===== src/rtl/wb_dma_ch_prog_pkg.sv =====
// Shared definitions for the wb_dma channel programming sequencer:
// sequencer states, DMA register-file offsets and the channel enable bit.
package wb_dma_ch_prog_pkg;

  typedef enum logic [2:0] {
    S_IDLE,
    S_W_SZ,
    S_W_A0,
    S_W_A1,
    S_W_CSR,
    S_R_INT,
    S_R_CSR,
    S_REPORT
  } state_e;

  localparam logic [31:0] INT_SRC_A = 32'h0000_000C;
  localparam logic [31:0] CH_BASE   = 32'h0000_0020;
  localparam logic [31:0] CH_STRIDE = 32'h0000_0020;
  localparam logic [31:0] CSR_OFF   = 32'h0000_0000;
  localparam logic [31:0] SZ_OFF    = 32'h0000_0004;
  localparam logic [31:0] A0_OFF    = 32'h0000_0008;
  localparam logic [31:0] A1_OFF    = 32'h0000_0010;

  localparam int CH_EN_BIT = 0;

endpackage


===== src/rtl/wb_dma_ch_prog_wbm.sv =====
// Single-access Wishbone classic master: a one-cycle req opens CYC/STB, which stay up until ACK/ERR.
// Request fields are held stable by the requester; done/err/rdat are registered one cycle after the response.
module wb_dma_ch_prog_wbm (
  input  logic        clk,
  input  logic        rst_i,
  input  logic        req_i,
  input  logic        we_i,
  input  logic [31:0] adr_i,
  input  logic [31:0] wdat_i,
  output logic        done_o,
  output logic        err_o,
  output logic [31:0] rdat_o,
  output logic        wb_cyc_o,
  output logic        wb_stb_o,
  output logic        wb_we_o,
  output logic [3:0]  wb_sel_o,
  output logic [31:0] wb_adr_o,
  output logic [31:0] wb_dat_o,
  input  logic [31:0] wb_dat_i,
  input  logic        wb_ack_i,
  input  logic        wb_err_i
);

  logic        busy_q;
  logic        done_q;
  logic        err_q;
  logic [31:0] rdat_q;
  logic        cyc;

  // Both inputs are registers, so CYC starts the cycle after the request is issued.
  assign cyc      = req_i | busy_q;
  assign wb_cyc_o = cyc;
  assign wb_stb_o = cyc;
  assign wb_we_o  = we_i;
  assign wb_sel_o = cyc ? 4'hF : 4'h0;
  assign wb_adr_o = adr_i;
  assign wb_dat_o = wdat_i;
  assign done_o   = done_q;
  assign err_o    = err_q;
  assign rdat_o   = rdat_q;

  always_ff @(posedge clk) begin
    if (!rst_i) begin
      busy_q <= 1'b0;
      done_q <= 1'b0;
      err_q  <= 1'b0;
      rdat_q <= '0;
    end else begin
      done_q <= 1'b0;
      err_q  <= 1'b0;
      if (cyc) begin
        if (wb_err_i) begin
          busy_q <= 1'b0;
          done_q <= 1'b1;
          err_q  <= 1'b1;
        end else if (wb_ack_i) begin
          busy_q <= 1'b0;
          done_q <= 1'b1;
          rdat_q <= wb_dat_i;
        end else begin
          busy_q <= 1'b1;
        end
      end
    end
  end

endmodule


===== src/rtl/wb_dma_ch_prog.sv =====
// Programs wb_dma channels (SZ, A0, A1, then CSR) from a command port and services INTA by reading
// INT_SRC_A and each flagged channel CSR, reporting completions lowest channel first.
module wb_dma_ch_prog
  import wb_dma_ch_prog_pkg::*;
#(
  parameter logic [31:0] RF_BASE  = 32'h0000_0000,
  parameter int          CH_COUNT = 31
) (
  input  logic        clk,
  input  logic        rst_i,
  output logic        wbm_cyc_o,
  output logic        wbm_stb_o,
  output logic        wbm_we_o,
  output logic [3:0]  wbm_sel_o,
  output logic [31:0] wbm_adr_o,
  output logic [31:0] wbm_dat_o,
  input  logic [31:0] wbm_dat_i,
  input  logic        wbm_ack_i,
  input  logic        wbm_err_i,
  input  logic        cmd_valid,
  output logic        cmd_ready,
  input  logic [4:0]  cmd_ch,
  input  logic [31:0] cmd_sz,
  input  logic [31:0] cmd_a0,
  input  logic [31:0] cmd_a1,
  input  logic [31:0] cmd_csr,
  input  logic        inta_i,
  output logic        done_valid,
  output logic [4:0]  done_ch,
  output logic [31:0] done_csr,
  output logic        bus_err,
  output logic        cmd_rej
);

  localparam logic [31:0] CH_MASK = (32'h1 << CH_COUNT) - 32'h1;
  localparam logic [31:0] CH_EN   = 32'h1 << CH_EN_BIT;

  state_e      state_q;
  logic        req_q, we_q, rdy_en_q;
  logic [31:0] adr_q, wdat_q, a0_q, a1_q, csr_q, mask_q;
  logic [4:0]  ch_q;
  logic        done_valid_q, bus_err_q, cmd_rej_q;
  logic [4:0]  done_ch_q;
  logic [31:0] done_csr_q;
  logic        bus_done, bus_fail;
  logic [31:0] bus_rdat, int_mask, mask_left;

  function automatic logic [31:0] ch_adr(input logic [4:0] ch, input logic [31:0] off);
    return RF_BASE + CH_BASE + CH_STRIDE * {27'd0, ch} + off;
  endfunction

  function automatic logic [4:0] lsb_idx(input logic [31:0] m);
    logic [4:0] idx;
    idx = '0;
    for (int i = 31; i >= 0; i--) begin
      if (m[i]) idx = 5'(i);
    end
    return idx;
  endfunction

  assign int_mask   = bus_rdat & CH_MASK;
  assign mask_left  = mask_q & ~(32'h1 << ch_q);
  // rdy_en_q holds cmd_ready low through reset and releases it one cycle after.
  assign cmd_ready  = rdy_en_q && (state_q == S_IDLE) && !inta_i;
  assign done_valid = done_valid_q;
  assign done_ch    = done_ch_q;
  assign done_csr   = done_csr_q;
  assign bus_err    = bus_err_q;
  assign cmd_rej    = cmd_rej_q;

  wb_dma_ch_prog_wbm u_wbm (
    .clk      (clk),
    .rst_i    (rst_i),
    .req_i    (req_q),
    .we_i     (we_q),
    .adr_i    (adr_q),
    .wdat_i   (wdat_q),
    .done_o   (bus_done),
    .err_o    (bus_fail),
    .rdat_o   (bus_rdat),
    .wb_cyc_o (wbm_cyc_o),
    .wb_stb_o (wbm_stb_o),
    .wb_we_o  (wbm_we_o),
    .wb_sel_o (wbm_sel_o),
    .wb_adr_o (wbm_adr_o),
    .wb_dat_o (wbm_dat_o),
    .wb_dat_i (wbm_dat_i),
    .wb_ack_i (wbm_ack_i),
    .wb_err_i (wbm_err_i)
  );

  always_ff @(posedge clk) begin
    if (!rst_i) begin
      state_q      <= S_IDLE;
      req_q        <= 1'b0;
      we_q         <= 1'b0;
      rdy_en_q     <= 1'b0;
      adr_q        <= '0;
      wdat_q       <= '0;
      a0_q         <= '0;
      a1_q         <= '0;
      csr_q        <= '0;
      mask_q       <= '0;
      ch_q         <= '0;
      done_valid_q <= 1'b0;
      done_ch_q    <= '0;
      done_csr_q   <= '0;
      bus_err_q    <= 1'b0;
      cmd_rej_q    <= 1'b0;
    end else begin
      req_q        <= 1'b0;
      done_valid_q <= 1'b0;
      bus_err_q    <= 1'b0;
      cmd_rej_q    <= 1'b0;
      rdy_en_q     <= 1'b1;
      // An error drops the whole sequence; CSR is last, so a half-written channel stays disabled.
      if (bus_done && bus_fail) begin
        bus_err_q <= 1'b1;
        state_q   <= S_IDLE;
      end else begin
        case (state_q)
          S_IDLE: begin
            if (inta_i) begin
              state_q <= S_R_INT;
              req_q   <= 1'b1;
              we_q    <= 1'b0;
              adr_q   <= RF_BASE + INT_SRC_A;
              wdat_q  <= '0;
            end else if (cmd_valid && rdy_en_q) begin
              if (int'(cmd_ch) >= CH_COUNT) begin
                cmd_rej_q <= 1'b1;
              end else begin
                ch_q    <= cmd_ch;
                a0_q    <= cmd_a0;
                a1_q    <= cmd_a1;
                csr_q   <= cmd_csr | CH_EN;
                state_q <= S_W_SZ;
                req_q   <= 1'b1;
                we_q    <= 1'b1;
                adr_q   <= ch_adr(cmd_ch, SZ_OFF);
                wdat_q  <= cmd_sz;
              end
            end
          end
          S_W_SZ: if (bus_done) begin
            state_q <= S_W_A0;
            req_q   <= 1'b1;
            adr_q   <= ch_adr(ch_q, A0_OFF);
            wdat_q  <= a0_q;
          end
          S_W_A0: if (bus_done) begin
            state_q <= S_W_A1;
            req_q   <= 1'b1;
            adr_q   <= ch_adr(ch_q, A1_OFF);
            wdat_q  <= a1_q;
          end
          S_W_A1: if (bus_done) begin
            state_q <= S_W_CSR;
            req_q   <= 1'b1;
            adr_q   <= ch_adr(ch_q, CSR_OFF);
            wdat_q  <= csr_q;
          end
          S_W_CSR: if (bus_done) state_q <= S_IDLE;
          S_R_INT: if (bus_done) begin
            if (int_mask == '0) begin
              state_q <= S_IDLE;
            end else begin
              mask_q  <= int_mask;
              ch_q    <= lsb_idx(int_mask);
              state_q <= S_R_CSR;
              req_q   <= 1'b1;
              adr_q   <= ch_adr(lsb_idx(int_mask), CSR_OFF);
            end
          end
          S_R_CSR: if (bus_done) state_q <= S_REPORT;
          S_REPORT: begin
            done_valid_q <= 1'b1;
            done_ch_q    <= ch_q;
            done_csr_q   <= bus_rdat;
            mask_q       <= mask_left;
            req_q        <= 1'b1;
            if (mask_left != '0) begin
              ch_q    <= lsb_idx(mask_left);
              adr_q   <= ch_adr(lsb_idx(mask_left), CSR_OFF);
              state_q <= S_R_CSR;
            end else begin
              adr_q   <= RF_BASE + INT_SRC_A;
              state_q <= S_R_INT;
            end
          end
          default: state_q <= S_IDLE;
        endcase
      end
    end
  end

endmodule


===== config.mk =====
export PLATFORM = sky130hd
export DESIGN_NAME = wb_dma_ch_prog
export DESIGN_NICKNAME = d
export VERILOG_FILES = /design/src/rtl/wb_dma_ch_prog_pkg.sv /design/src/rtl/wb_dma_ch_prog_wbm.sv /design/src/rtl/wb_dma_ch_prog.sv
export SDC_FILE = /design/constraint.sdc
export NUM_CORES = 1
export LEC_CHECK = 0
export ABC_AREA = 1
export CAP_MARGIN = 5
export CORE_MARGIN = 1.5
export CORE_UTILIZATION = 45
export DETAILED_ROUTE_END_ITERATION = 6
export PLACE_DENSITY_LB_ADDON = 0.12
export SYNTH_ARGS = -nofsm -noshare
export SYNTH_HDL_FRONTEND = slang
export SYNTH_SLANG_ARGS = --single-unit

===== constraint.sdc =====
create_clock -name clk -period 3.5 [get_ports clk]
set_input_delay 0.525 -clock clk [delete_from_list [all_inputs] [get_ports clk]]
set_output_delay 0.525 -clock clk [all_outputs]
set_load 0.1 [all_outputs]

==> metrics <==
highest clock frequency the design can meet=279 MHz; count of nets after finishing=2045; top-level port count=283; largest area contributor in the synthesized netlist=dfxtp_1; vertical extent of the die=163 um; Ys Warns=0; weighted congestion at the end of routability-driven global placement=0.926; post-layout total power=12800 uW; Max clock buf depth=3; CTS buffer count=27; unrepaired setup endpoints after global routing=true; site row count=58; VDD IR max=0.609 mV; family of cells with the greatest summed delay on the critical path=compound AO/OA/AOI/OAI gates; measured slew at the worst slew-check pin=1090 ps; Setup crit start kind=flip-flop; post-layout worst setup margin=-84.9 ps; Fin Clk Skew=8.39 ps; share of final-layout standard cells stronger than drive strength 1=9.50%; Routed WL per cell=17.5 um; clock-pin slew on the worst setup and hold paths=60 ps; count of final hold-check violations=0; count of input and output buffers=258; Setup TNS Final=-84.9 ps; worst min path class=input port to flip-flop; post-synthesis cell type count=47; most common library cell in the layout ignoring fill and taps=nor2_1; final cycle utilization of the critical path=102%; TritonCTS sink count=255; initial core utilization=45.9%; TritonCTS clock tree=done; shortest period the worst path allows=3580 ps; max-slew violations=0; power dissipated by switching net loads=5570 uW; Root Buffer=clkbuf_16; Tot GR Track Use=28.6%; async set or reset register ratio after synthesis=0%; Detailed Place HPWL=27.4 mm; post-synthesis average cell area=7.22 sq um; first-pass iteration count of the detailed router=5; antenna violations before repair=3; Mapped Area=0.0116 sq mm; number of buffer and inverter instances along the worst setup path=8; most used cells in the layout excluding fill and tap cells=nor2_1 (278), clkdlybuf4s50_1 (256), dfxtp_1 (252); ys flop type=dfxtp_1; static leakage=0.00663 uW; Max stage delay cell, worst path=dfxtp_4; combinational cell fraction of total power=45.6%; end-of-flow core utilization=62.7%; proportion of power drawn by the clock network=24.5%; number of flip-flops and latches in the synthesized netlist=255; power share of the sequential group=30.0%; Antenna Nets Post-Route=0; Synth top area share=44.1%; initial drt markers=946; highest net fanout along the worst path=3; power per standard cell area=808 mW/mm^2; worst rel slew slack=26.9%; Critical Path Max Stage Delay=360 ps; sort of element at the end of the critical path=flip-flop; Total Routed Length=38.7 mm; internal power summed over all cells=7220 uW; mean number of vias per cell=5.36; sequential fraction of the synthesis area=44.1%; horizontal die dimension=163 um; status=finished, violations left; number of global-route vias before repair=11500; global-route wire length before repair=59.9 mm; maximum number of pins on one net before global-route repair=194; overall die area=0.0267 sq mm; failing checks=setup timing; Remaining DRCs=0; gr ovfl total=0; switching share of power=43.5%; placeable core region=0.0253 sq mm; H-tree Lvls=1; worst skew pair latency=550 ps; cells after synthesis=1605; Required @ worst endpoint=3940 ps; worst endpoint data arrival time=4020 ps; top cells by area in the synthesized netlist=dfxtp_1 (44%), o21ai_0 (10%), nor2_1 (9.2%); Max Cap Viol=0; Crit Path Category=flip-flop to flip-flop; Setup Viol. Count Final=1; Area growth syn-to-layout=36.7%; total number of vias=11900; number of enable flip-flop cells after synthesis=0
## metal layers
metal  global-route usage [%]  routed length (um)
met1                     32.4               14900
met2                     52.3               19900
met3                     6.32                2480
met4                     9.84                1330
met5                        0                  16
## per-stage QoR
step / area (sq um) / cells / worst slack [ps] / hold WS, ps
6_report: 15800 / 2215 / -84.9 / 384
5_1_grt: 15800 / 2214 / -469 / 394
4_1_cts: 15800 / 2211 / -31.2 / 364
3_5_place_dp: 14700 / 2161 / -129 / 454
3_3_place_gp: 14700 / 2161 / -117 / 457
2_1_floorplan: 11700 / 1627 / 144 / 432
## cell families (layout without fill, tap and decap cells)
group,Yosys count,count (layout),share of synthesized area (%)
other,1,24,0.0324
AOI/OAI and AO/OA,472,472,23.5
xor gates and xnor gates,2,2,0.151
and+or+nand+nor,628,628,22.3
DFF,255,255,44.1
buffers and inverters,237,494,8.87
adders and majority gates,10,10,1.08
## Yosys cell counts, drive strengths merged (7+ instances only)
| cell | count |
|---|---|
| nor4 | 7 |
| o211ai | 7 |
| nor3 | 13 |
| dfxtp | 255 |
| nand3 | 77 |
| a21oi | 90 |
| nor2 | 286 |
| inv | 102 |
| buf | 36 |
| a22oi | 32 |
| clkbuf | 94 |
| a41oi | 20 |
| o211a | 15 |
| nand2 | 218 |
| o21ai | 264 |
| a31oi | 24 |
| ha | 10 |
| nand4 | 24 |
## sequential cells by signal, indices dropped and copies added (netlist names), 9 cells and up
register,flops
a1_q,32
u_wbm.rdat_o,32
adr_q,9
mask_q,32
csr_q,32
done_csr,32
a0_q,32
wdat_q,32
## area by class of cell
type | instances | area (sq um)
antenna | 1 | 2.50
clock buffer | 36 | 759
clock inverter | 13 | 213
fill | 2384 | 9420
inverter | 107 | 425
multi-input combinational | 1135 | 5660
sequential | 255 | 5110
tap | 330 | 413
timing repair buffer | 338 | 3250
## power groups by stage
stage / logic (uW) / clock network [uW] / registers [uW]
2_1_floorplan: 2890 / 0 / 4910
3_3_place_gp: 5620 / 0 / 3860
3_5_place_dp: 5650 / 0 / 3870
4_1_cts: 5770 / 3170 / 3830
5_1_grt: 6310 / 3300 / 3900
6_report: 5830 / 3130 / 3840
## worst paths after layout
kind	from	cells after the start	slack (ps)	endpoint
hold reg to reg	we_q	2	470	we_q
hold / removal	rst_i	3	380	mask_q[31]
setup / recovery	ch_q[0]	28	-80	adr_q[9]
setup reg to reg	ch_q[0]	28	-80	adr_q[9]
## repair_timing
action,CTS,global route
pin swaps,6,8
gates resized for setup,23,8
hold buffers,0,0
buffers inserted,1,3
endpoints found under the setup margin,2,5
## worst min-delay path: stages
cell	delay (ps)
buf_6	190
nand3_1	120
inv_1	30
No activity file was read; power rests on OpenSTA's default activity.
